[src/rtl/timer_pkg.sv]
// Shared constants for the timer prescaler.
// Base codes select the clk_out[0] divisor.
package timer_pkg;

    localparam int CNT_W_DEF    = 8;
    localparam int NUM_TAPS_DEF = 4;
    localparam int BASE_W       = 2;

    localparam logic [BASE_W-1:0] BASE_DIV2  = 2'd0;
    localparam logic [BASE_W-1:0] BASE_DIV4  = 2'd1;
    localparam logic [BASE_W-1:0] BASE_DIV8  = 2'd2;
    localparam logic [BASE_W-1:0] BASE_DIV16 = 2'd3;

endpackage

[src/rtl/timer_prescaler_if.sv]
// Control and tap bundle between the timer core
// and the prescaler.
interface timer_prescaler_if
    import timer_pkg::*;
#(
    parameter int NUM_TAPS = NUM_TAPS_DEF
);

    logic                en;
    logic                clr;
    logic [BASE_W-1:0]   base_sel;
    logic [NUM_TAPS-1:0] clk_out;
    logic                wrap;
    logic [BASE_W-1:0]   base_act;

    modport master (
        output en,
        output clr,
        output base_sel,
        input  clk_out,
        input  wrap,
        input  base_act
    );

    modport slave (
        input  en,
        input  clr,
        input  base_sel,
        output clk_out,
        output wrap,
        output base_act
    );

endinterface

[src/rtl/timer_prescaler.sv]
// Free-running prescaler: one counter, four square-wave
// taps whose base exponent only changes at wrap or clear.
module timer_prescaler
    import timer_pkg::*;
#(
    parameter int CNT_W    = CNT_W_DEF,
    parameter int NUM_TAPS = NUM_TAPS_DEF
) (
    input  logic              clk,
    input  logic              rst,
    timer_prescaler_if.slave  bus
);

    logic [CNT_W-1:0]    r_cnt;
    logic [BASE_W-1:0]   r_base;
    logic                r_wrap;
    logic                w_full;
    logic [NUM_TAPS-1:0] w_s0;
    logic [NUM_TAPS-1:0] w_s1;
    logic [NUM_TAPS-1:0] w_s2;
    logic [NUM_TAPS-1:0] w_s3;
    logic [NUM_TAPS-1:0] w_tap;

    assign w_full = (r_cnt == {CNT_W{1'b1}});

    // Counter, applied base and wrap pulse; the base
    // is only reloaded when the counter returns to 0.
    always_ff @(posedge clk or posedge rst) begin
        if (rst) begin
            r_cnt  <= '0;
            r_base <= BASE_DIV2;
            r_wrap <= 1'b0;
        end else if (bus.clr) begin
            r_cnt  <= '0;
            r_base <= bus.base_sel;
            r_wrap <= 1'b0;
        end else if (bus.en && w_full) begin
            r_cnt  <= '0;
            r_base <= bus.base_sel;
            r_wrap <= 1'b1;
        end else if (bus.en) begin
            r_cnt  <= r_cnt + 1'b1;
            r_wrap <= 1'b0;
        end else begin
            r_wrap <= 1'b0;
        end
    end

    assign w_s0 = r_cnt[NUM_TAPS-1:0];
    assign w_s1 = r_cnt[NUM_TAPS:1];
    assign w_s2 = r_cnt[NUM_TAPS+1:2];
    assign w_s3 = r_cnt[NUM_TAPS+2:3];

    // Tap mux: pick adjacent counter bits offset by base.
    always_comb begin
        w_tap = w_s0;
        unique case (r_base)
            BASE_DIV2:  w_tap = w_s0;
            BASE_DIV4:  w_tap = w_s1;
            BASE_DIV8:  w_tap = w_s2;
            BASE_DIV16: w_tap = w_s3;
        endcase
    end

    assign bus.clk_out  = w_tap;
    assign bus.wrap     = r_wrap;
    assign bus.base_act = r_base;

endmodule

[src/flat_wrapper.sv]
// flat-port wrapper written by rule: the top's interface ports become plain ports
module timer_prescaler_flat import timer_pkg::*;
#(
    parameter int CNT_W    = CNT_W_DEF,
    parameter int NUM_TAPS = NUM_TAPS_DEF
)
  (clk, rst, bus_en, bus_clr, bus_base_sel, bus_clk_out, bus_wrap, bus_base_act);
  timer_prescaler_if #(.NUM_TAPS(NUM_TAPS)) bus_i ();
  input  logic clk;
  input  logic rst;
  input wire logic [$bits(bus_i.en)-1:0] bus_en;
  input wire logic [$bits(bus_i.clr)-1:0] bus_clr;
  input wire logic [$bits(bus_i.base_sel)-1:0] bus_base_sel;
  output wire logic [$bits(bus_i.clk_out)-1:0] bus_clk_out;
  output wire logic [$bits(bus_i.wrap)-1:0] bus_wrap;
  output wire logic [$bits(bus_i.base_act)-1:0] bus_base_act;
  assign bus_i.en = bus_en;
  assign bus_i.clr = bus_clr;
  assign bus_i.base_sel = bus_base_sel;
  assign bus_clk_out = bus_i.clk_out;
  assign bus_wrap = bus_i.wrap;
  assign bus_base_act = bus_i.base_act;
  timer_prescaler #(.CNT_W(CNT_W), .NUM_TAPS(NUM_TAPS)) u_core (.clk(clk), .rst(rst), .bus(bus_i));
endmodule
[config.mk]
export PLATFORM = sky130hd
export DESIGN_NAME = timer_prescaler_flat
export DESIGN_NICKNAME = d
export VERILOG_FILES = /design/src/rtl/timer_pkg.sv /design/src/rtl/timer_prescaler_if.sv /design/src/rtl/timer_prescaler.sv /design/src/flat_wrapper.sv
export SDC_FILE = /design/constraint.sdc
export NUM_CORES = 1
export LEC_CHECK = 0
export BUFFER_PORTS_ARGS = -buffer_cell sky130_fd_sc_hd__buf_2
export CAP_MARGIN = 20
export CELL_PAD_IN_SITES_DETAIL_PLACEMENT = 0
export CELL_PAD_IN_SITES_GLOBAL_PLACEMENT = 1
export CORE_MARGIN = 8
export CORE_UTILIZATION = 28
export DETAILED_ROUTE_END_ITERATION = 10
export MAX_ROUTING_LAYER = met4
export PLACE_DENSITY = 0.53
export SYNTH_ARGS = -nofsm -noshare
export SYNTH_HDL_FRONTEND = slang
export SYNTH_SLANG_ARGS = --single-unit
export TNS_END_PERCENT = 100
[constraint.sdc]
create_clock -name clk -period 1.6 [get_ports clk]
set_input_delay 0.16 -clock clk [delete_from_list [all_inputs] [get_ports clk]]
set_output_delay 0.16 -clock clk [all_outputs]
set_load 0.02 [all_outputs]
# Word-level counts from Yosys, hierarchy flattened

Index checks and enable logic that the tools add are counted.

Equality and inequality tests: 4
Multiplexer cells: 8
Reduce and logical (&&, ||, !) cells: 4
Add/sub/neg operators: 1

Operator list:

| operator                                                        | number |
|---|---|
| 8-bit two-way mux                                               | 3 |
| 4-bit one-hot mux with 4 select lines                           | 1 |
| 8-bit by 1-bit adder with 8-bit output, second input constant   | 1 |
| 8-bit == test, second input constant                            | 1 |
| 2-bit == test, second input constant                            | 2 |
| 2-bit two-way mux                                               | 2 |
| 3-bit nonzero test                                              | 1 |
| 2-bit by 1-bit == test with 1-bit output, second input constant | 1 |
| 2-bit logical NOT                                               | 1 |
| 1-bit two-way mux                                               | 2 |
| 2-bit nonzero test                                              | 1 |
| 1-bit logical AND                                               | 1 |

Register bits after elaboration: 11
Input bits: 6
Output and inout port bits: 7

# Longest topological paths before layout

Gate-level depths: netlist of the first run.

Word-level depth: 4
Mapped depth: 4
Depth with buffers taken out: 4

# Least setup slack after synthesis of the first run

OpenSTA, ideal clock, no wires.

Path kind: register to register
From: register u_core.r_cnt[0]
To: register u_core.r_base[0] (netlist: u_core.bus.base_act[0])
Required time: 1.475 ns
Arrival: 1.348 ns
Library setup time: 0.125 ns
Period minus slack after synthesis: 1.473 ns
Path slack: 0.127 ns
Cell stages (with the launch flop): 5
Path through: dfrtp_1 > ha_1 > nand4_1 > o21bai_2 > mux2_2

Longest elaborated chain between the ends: 3

Ends and longest elaborated chain:

| item                                | line                  | source |
|---|---|---|
| from (decl)                         | timer_prescaler.sv:14 | `logic [CNT_W-1:0] r_cnt;` |
| from (signal assigned)              | timer_prescaler.sv:42 | `r_cnt <= r_cnt + 1'b1;` |
| 8-bit == test                       | timer_prescaler.sv:24 | `assign w_full = (r_cnt == {CNT_W{1'b1}});` |
| 1-bit logical AND                   | timer_prescaler.sv:37 | `end else if (bus.en && w_full) begin` |
| 2-bit nonzero test (no source line) | -                     |  |
| to (signal assigned)                | timer_prescaler.sv:35 | `r_base <= bus.base_sel;` |
| to (signal assigned)                | timer_prescaler.sv:39 | `r_base <= bus.base_sel;` |
| to (decl)                           | timer_prescaler.sv:15 | `logic [BASE_W-1:0] r_base;` |

Every way passes these cells.
A chain may end at the register's enable or synchronous reset.

# Worst setup path after layout of the first run

From: register u_core.r_base[0] (netlist: u_core.bus.base_act[0])
To: output port bus_clk_out[3]

Longest elaborated chain between the ends: 2
Elaborated cells on any way between the ends: 5

Ends and longest elaborated chain:

| item                                        | line                  | source |
|---|---|---|
| 2-bit == test, or another cell as far along | timer_prescaler.sv:57 | `unique case (r_base)` |
| 4-bit one-hot mux with 4 select lines *     | timer_prescaler.sv:57 |  |
| to (decl)                                   | flat_wrapper.sv:14    | `output wire logic [$bits(bus_i.clk_out)-1:0] bus_clk_out;` |

Mark *: on every way between the ends. The rest lies on a longest branch, timed or not.

==> summary.md, run 1 <==
| Metric | Value |
|---|---|
| Design Area, Final | 891 sq um |
| CTS tree | yes |
| Routed wire per std cell | around 15 microns |
| Crit share post-route | 98.1% |
| Proportion of synthesized area in mux cells | roughly a fifth |
| Worst-path clk slew | approximately 70 ps |
| Fraction of the mapped netlist area in simple logic gates | 14.9% |
| Power, Total | 0.615 mW |
| First-pass GRT wire length | about 2.7 mm |
| Slowest CP cell | mux4_2 |
| FP Rows | 17 |
| Largest family of logic cells by synthesized area | multiplexers |
| Layout area overhead | 39.9% |
| Ports | 13 |
| CP Buf/Inv Count | 1 |
| Final wirelength | 1.59 mm |
| Final setup margin | 30.3 ps |
| Die area | ~4100 sq um |
| Clock Latency Late Sink | approximately 280 ps |
| Highest Clock Rate | roughly 640 MHz |
| Critical Path Source Type | flop |
| Reg-to-Reg Start | u_core.r_cnt[1] |
| Pwr dens | 690 nW/um^2 |
| WP data arrival | 1410 ps |
| Dpl ws | between 150 and 200 ps |
| Num CTS Buffers | 3 |
| Xor/xnor share of the synthesized area | around 4.1% |
| Hold path startpoint | bus_base_sel[0] |
| Combinational power share | roughly 18% |
| NumNets Final | a little under 90 |
| Pins Over Slew Limit | 0 |
| Largest net degree at the start of global routing | 12 |
| Worst path cell trace | mux4_2 > buf_6 |
| Slew HR | between 70% and 80% |
| Cell count after synthesis | 54 |
| Port Buffers | 12 |
| Global route overflow | 0 |
| Status | complete, no violations |
| Post-Syn Nets | 61 |
| Sw Pwr | ~0.17 mW |
| Leakage | 0.393 nW |
| CP required | ~1400 ps |
| Placed Instances | 95 |
| Drt first pass iters | 4 |
| YS warnings | 0 |
| # diodes | 0 |
| DRC viols | 0 |
| Synth Area in Adders | roughly 2.0% |
| Vias in the first global route | 538 |
| # setup viols final | 0 |
| Flop pwr share | ~50% |
| Initial antenna violation count | 0 |
| DRT iter0 DRCs | 8 |
| Setup Crit Path Kind | flop to primary output |
| Clock skew | 2.84 ps |
| Worst Max-Slew Pin Slew | about 450 ps |
| Compound-cell area share of the yosys netlist | 13.6% |
| Die X | ~64 microns |
| Crit path max-delay family | multiplexers |
| Vias per cell | roughly 5 |
| Share of cells above drive strength 1 | between 50% and 60% |
| Worst Setup End Kind | primary output |
| CTS max path bufs | 2 |
| Min cycle time layout | approximately 1600 ps |
| Hpwl dp | between 1 and 1.5 mm |
| Clk sinks | 11 |
| Crit. Startpoint | u_core.bus.base_act[0] |
| Routed Antenna Nets | 0 |
| Sequential share of the synthesized area | 43.2% |
| RePlAce Congestion | approximately 0.70 |
| GRT Resource Usage Total | 8.66% |
| Max VDD drop | ~0.34 mV |
| Die Y | roughly 64 microns |
| Fin cells | ~110 |
| Internal power | 0.445 mW |
| RSZ-0062 raised after global routing | true |
| Cell Area, Placed | 747 sq um |
| Slowest stage delay, CP | between 500 and 600 ps |
| Hold Path Class | input port to flop |
| Fill count | 211 |
| Switch share | between 20% and 30% |
| Initial Utilization | between 20% and 30% |
| Clock group share of total power | 32.2% |
| H-Tree Depth | 1 |
| Cell area after synthesis | 637 sq um |
| Hold WS | 112 ps |
| Via Count | 544 |
| Root Driver | clkbuf_4 |
| Core Area | roughly 2200 sq um |
| Endpoints failing hold | 0 |
| Yosys reg bits | 11 |
| Worst R2R Setup Slack | 90 ps |
| Number of max-cap violations | 0 |
| Syn avg cell area | ~12 sq um |
| Synth unique cells | 24 |
| Worst-path fanout max | 6 |
synth_stat cells (all sizes together):
library cell	count	area share [%]
nor3	2	1.6
o21ba	1	1.6
or3	2	2.0
xor2	3	4.1
nand2b	1	0.98
mux2i	1	1.6
o2111ai	3	4.1
nor2b	1	0.98
a21oi	3	2.4
buf	3	2.4
o21ai	2	1.6
nand3	2	1.6
o211ai	1	1.2
mux4	4	14
mux2	2	3.5
a31oi	1	0.98
ha	1	2.0
nand2	2	1.2
o21bai	1	1.8
nand4	2	4.3
inv	1	0.59
nor2	4	2.4
dfrtp	11	43
stage by stage:
step | setup TNS [ps] | util (%)
detailed placement | 0 | 34.1
CTS | 0 | 36.9
global placement | 0 | 34.1
finish | 0 | 40.7
global route | -91.5 | 40.7
floorplan | 0 | -
routing by layer:
| layer | vias up | track usage (%) | share of wire [%] |
|---|---|---|---|
| met4 | 0 | 5.01 | 2.4 |
| met3 | 5 | 2.83 | 3.1 |
| met5 | - | - | 0 |
| met2 | 10 | 13.1 | 50 |
| li1 | 262 | - | - |
| met1 | 267 | 9.84 | 44 |
cells in the final DEF (no fill, tap or decap):
cell           count
o211ai_1           1
o21ba_2            1
o21bai_2           1
clkinv_2           1
dlygate4sd3_1      1
mux2_2             2
mux4_2             4
dfrtp_2            6
or3_1              2
nand2b_1           1
inv_1              1
buf_2              8
nand4_1            1
a31oi_1            1
o2111ai_1          3
buf_4             12
nand3_1            2
nor2b_1            1
ha_2               1
nand4_4            1
nor3_1             2
xor2_1             3
mux2i_1            1
nand2_1            2
a21oi_1            3
clkbuf_4           3
nor2_1             4
o21ai_0            2
buf_6              5
dfrtp_1            5
path summary, 6_finish.rpt:
check / endpoint / cells past startpoint
worst max-delay path: bus_clk_out[3] / 2
worst min-delay path: u_core.bus.base_act[0] / 2
worst max register to register: u_core.bus.base_act[0] / 5
worst min register to register: u_core.r_cnt[7] / 2
max in group asynchronous: u_core.r_cnt[1] / 3
min in group asynchronous: u_core.r_cnt[7] / 3
kinds of logic (layout without fill, tap and decap cells):
family / Yosys count / count (layout)
DFF: 11 / 11
adders and majority gates: 1 / 1
muxes: 7 / 7
buffers and inverters: 4 / 31
and+or+nand+nor: 16 / 16
AOI/OAI and AO/OA: 12 / 12
xor gates and xnor gates: 3 / 3
what timing repair did:
| action | CTS | global route |
|---|---|---|
| pin swaps | 0 | 1 |
| setup buffers | 2 | 8 |
| hold buffers | 1 | 0 |
| resized for setup | 7 | 9 |
| hold endpoints to repair | 11 | 0 |
| setup endpoints to repair | 4 | 6 |
final cells by class:
type                    count  area (sq um)  share of cell area (%)
multi-input cells          39           345                    38.8
flip-flops and latches     11           283                    31.7
repair buffers             26           196                    22.1
well taps                  28          35.0                    3.93
clock buffers               3          22.5                    2.53
clock inverters             1          5.00                   0.562
inverters                   1          3.75                   0.421
power by group through the flow:
stage / Combinational, mW / Clock (mW) / Sequential (mW)
2_1_floorplan: 0.0473 / 0 / 0.317
3_3_place_gp: 0.0850 / 0 / 0.311
3_5_place_dp: 0.0835 / 0 / 0.312
4_1_cts: 0.0885 / 0.207 / 0.309
5_1_grt: 0.119 / 0.228 / 0.311
6_report: 0.109 / 0.198 / 0.308
sequential cells by signal, indices dropped and copies added, names as in the netlist:
| register | cells |
|---|---|
| u_core.bus.base_act | 2 |
| u_core.bus.wrap | 1 |
| u_core.r_cnt | 8 |
Power figures use the tool's default switching activity.
==> run 2: changes to the inputs <==
- PLACE_DENSITY: 0.53 -> unset
- PLACE_DENSITY_LB_ADDON: unset -> 0.05
==> summary.md, run 2 (synthesis gave the netlist of run 1 again) <==
| Metric | Value |
|---|---|
| First-pass GRT wire length | 2.47 mm |
| Clock skew | around 4 ps |
| RePlAce Congestion | approximately 0.71 |
| Leakage | between 0.3 and 0.4 nW |
| Initial antenna violation count | 0 |
| Min cycle time layout | about 1600 ps |
| Vias in the first global route | around 520 |
| Setup Crit Path Kind | flop to primary output |
| Share of cells above drive strength 1 | between 40% and 50% |
| Critical Path Source Type | flop |
| R2R cell count | 5 |
| Crit. Startpoint | u_core.r_cnt[1] |
| Die area | between 4000 and 5000 sq um |
| Fill count | between 200 and 250 |
| Crit share post-route | a little over nine tenths |
| Worst R2R Setup Slack | approximately 90 ps |
| Routed wire per std cell | between 10 and 15 microns |
| Global route overflow | 0 |
| Number of max-cap violations | 0 |
| Max VDD drop | 0.426 mV |
| Slew HR | slightly above 70% |
| Final wirelength | ~1.5 mm |
| Largest net degree at the start of global routing | 12 |
| Final core occ | about 39% |
| Critical Path Sink | bus_clk_out[0] |
| Core Area | between 2000 and 2500 sq um |
| Slowest CP cell | mux4_2 |
| Initial Utilization | between 20% and 30% |
| Die X | around 64 microns |
| NumNets Final | 85 |
| Drt first pass iters | 4 |
| Root Driver | clkbuf_4 |
| FP Rows | 17 |
| Commonest non-fill, non-tap cell in the layout | buf_2 |
| Clock Latency Late Sink | ~270 ps |
| # diodes | 0 |
| Ports | 13 |
| Die Y | approximately 64 microns |
| Worst Setup End Kind | primary output |
| Worst-path clk slew | about 70 ps |
| Endpoints failing hold | 0 |
| Num CTS Buffers | 3 |
| Reg-to-reg endpoint | u_core.bus.base_act[1] |
| Status | complete, no violations |
| Via Count | between 500 and 600 |
| Vias per cell | 4.99 |
| Hold path startpoint | bus_base_sel[0] |
| Pwr dens | ~710 nW/um^2 |
| WP data arrival | between 1000 and 1500 ps |
| Commonest non-fill, non-tap cells in the layout | 10 x buf_2, 7 x buf_4, 7 x dfrtp_1 |
| CP required | between 1000 and 1500 ps |
| Max FFs per register | 8 |
| Worst-path fanout max | 5 |
| Worst Max-Slew Pin Slew | roughly 420 ps |
| Layout area overhead | 33.2% |
| H-Tree Depth | 1 |
| GRT Resource Usage Total | under 10% |
| Slowest stage delay, CP | between 400 and 500 ps |
| Most frequent cell on the critical path | buf_6 |
| Placed Instances | 95 |
| DRC viols | 0 |
| Fin cells | around 110 |
| Routed Antenna Nets | 0 |
| Clk sinks | 11 |
| Port Buffers | 12 |
| Reg with most FFs | u_core.r_cnt |
| Hold Path Class | input port to flop |
| CTS tree | yes |
| DRT iter0 DRCs | 9 |
| # setup viols final | 0 |
| CTS max path bufs | 2 |
| Reg-to-Reg Start | u_core.r_cnt[0] |
| Worst path cell trace | buf_6 > mux4_2 > buf_6 |
| Hpwl dp | ~1.1 mm |
| Pins Over Slew Limit | 0 |
| Highest Clock Rate | approximately 640 MHz |
==> run 2: cell types whose count changed in the layout (fill, tap and decap cells not counted) <==
cell	previous run	this run
buf_6	5	4
clkbuf_1	0	1
dfrtp_2	6	4
clkinv_2	1	0
dfrtp_1	5	7
buf_4	12	7
buf_2	8	10
==> run 2: repair_timing <==
action	CTS	global route
hold buffers	1	0
buffers inserted	1	4
endpoints found under the hold margin	11	0
setup endpoints to repair	4	4
resized for setup	3	8
pin swaps	0	2
==> run 2: how the worst min path moves through the flow <==
stage | depth (start not counted) | slack (ps) | endpoint
6_report | 2 | 120 | u_core.bus.base_act[0]
5_1_grt | 2 | 120 | u_core.bus.base_act[1]
4_1_cts | 2 | 110 | u_core.bus.base_act[0]
3_5_place_dp | 2 | 190 | u_core.r_cnt[6]
3_3_place_gp | 2 | 180 | u_core.r_cnt[6]
2_1_floorplan | 1 | 10 | u_core.bus.base_act[0]
==> run 2: final cells by class <==
type / count / area, sq um / area share [%]
clock buffer: 4 / 26.3 / 3.10
inverter: 1 / 3.75 / 0.442
multi-input combinational: 39 / 345 / 40.7
sequential: 11 / 280 / 33.0
tap: 28 / 35.0 / 4.13
timing repair buffer: 22 / 158 / 18.6
==> run 2: layer usage <==
layer,vias to the layer above,wire length (microns),global-route usage (%)
met1,265,610,8.09
met2,8,831,13.2
met5,-,0,-
li1,251,-,-
met3,0,72,4.06
met4,0,0,1.67
==> run 2: per-stage QoR <==
step	TNS, ps	setup slack (ps)	hold slack, ps	area [sq um]	power, mW
floorplan	0	127	12.4	637	0.364
global route	-8.27	-8.27	120	848	0.629
global placement	0	137	176	747	0.397
finish	0	26.4	121	848	0.599
detailed placement	0	155	186	747	0.396
CTS	-4.92	-4.92	111	798	0.597
==> run 2: worst max-delay path, delay by kind of cell, from the launching register on <==
family	cells	cell delay [ps]
flops	1	400
mux	1	460
buf+inv	2	290
==> run 2: power breakdown <==
group	total, mW	internal [mW]	switching, mW
Clock	0.185	0.0965	0.0883
Sequential	0.306	0.290	0.0153
Combinational	0.109	0.0596	0.0493
Total	0.599	0.446	0.153
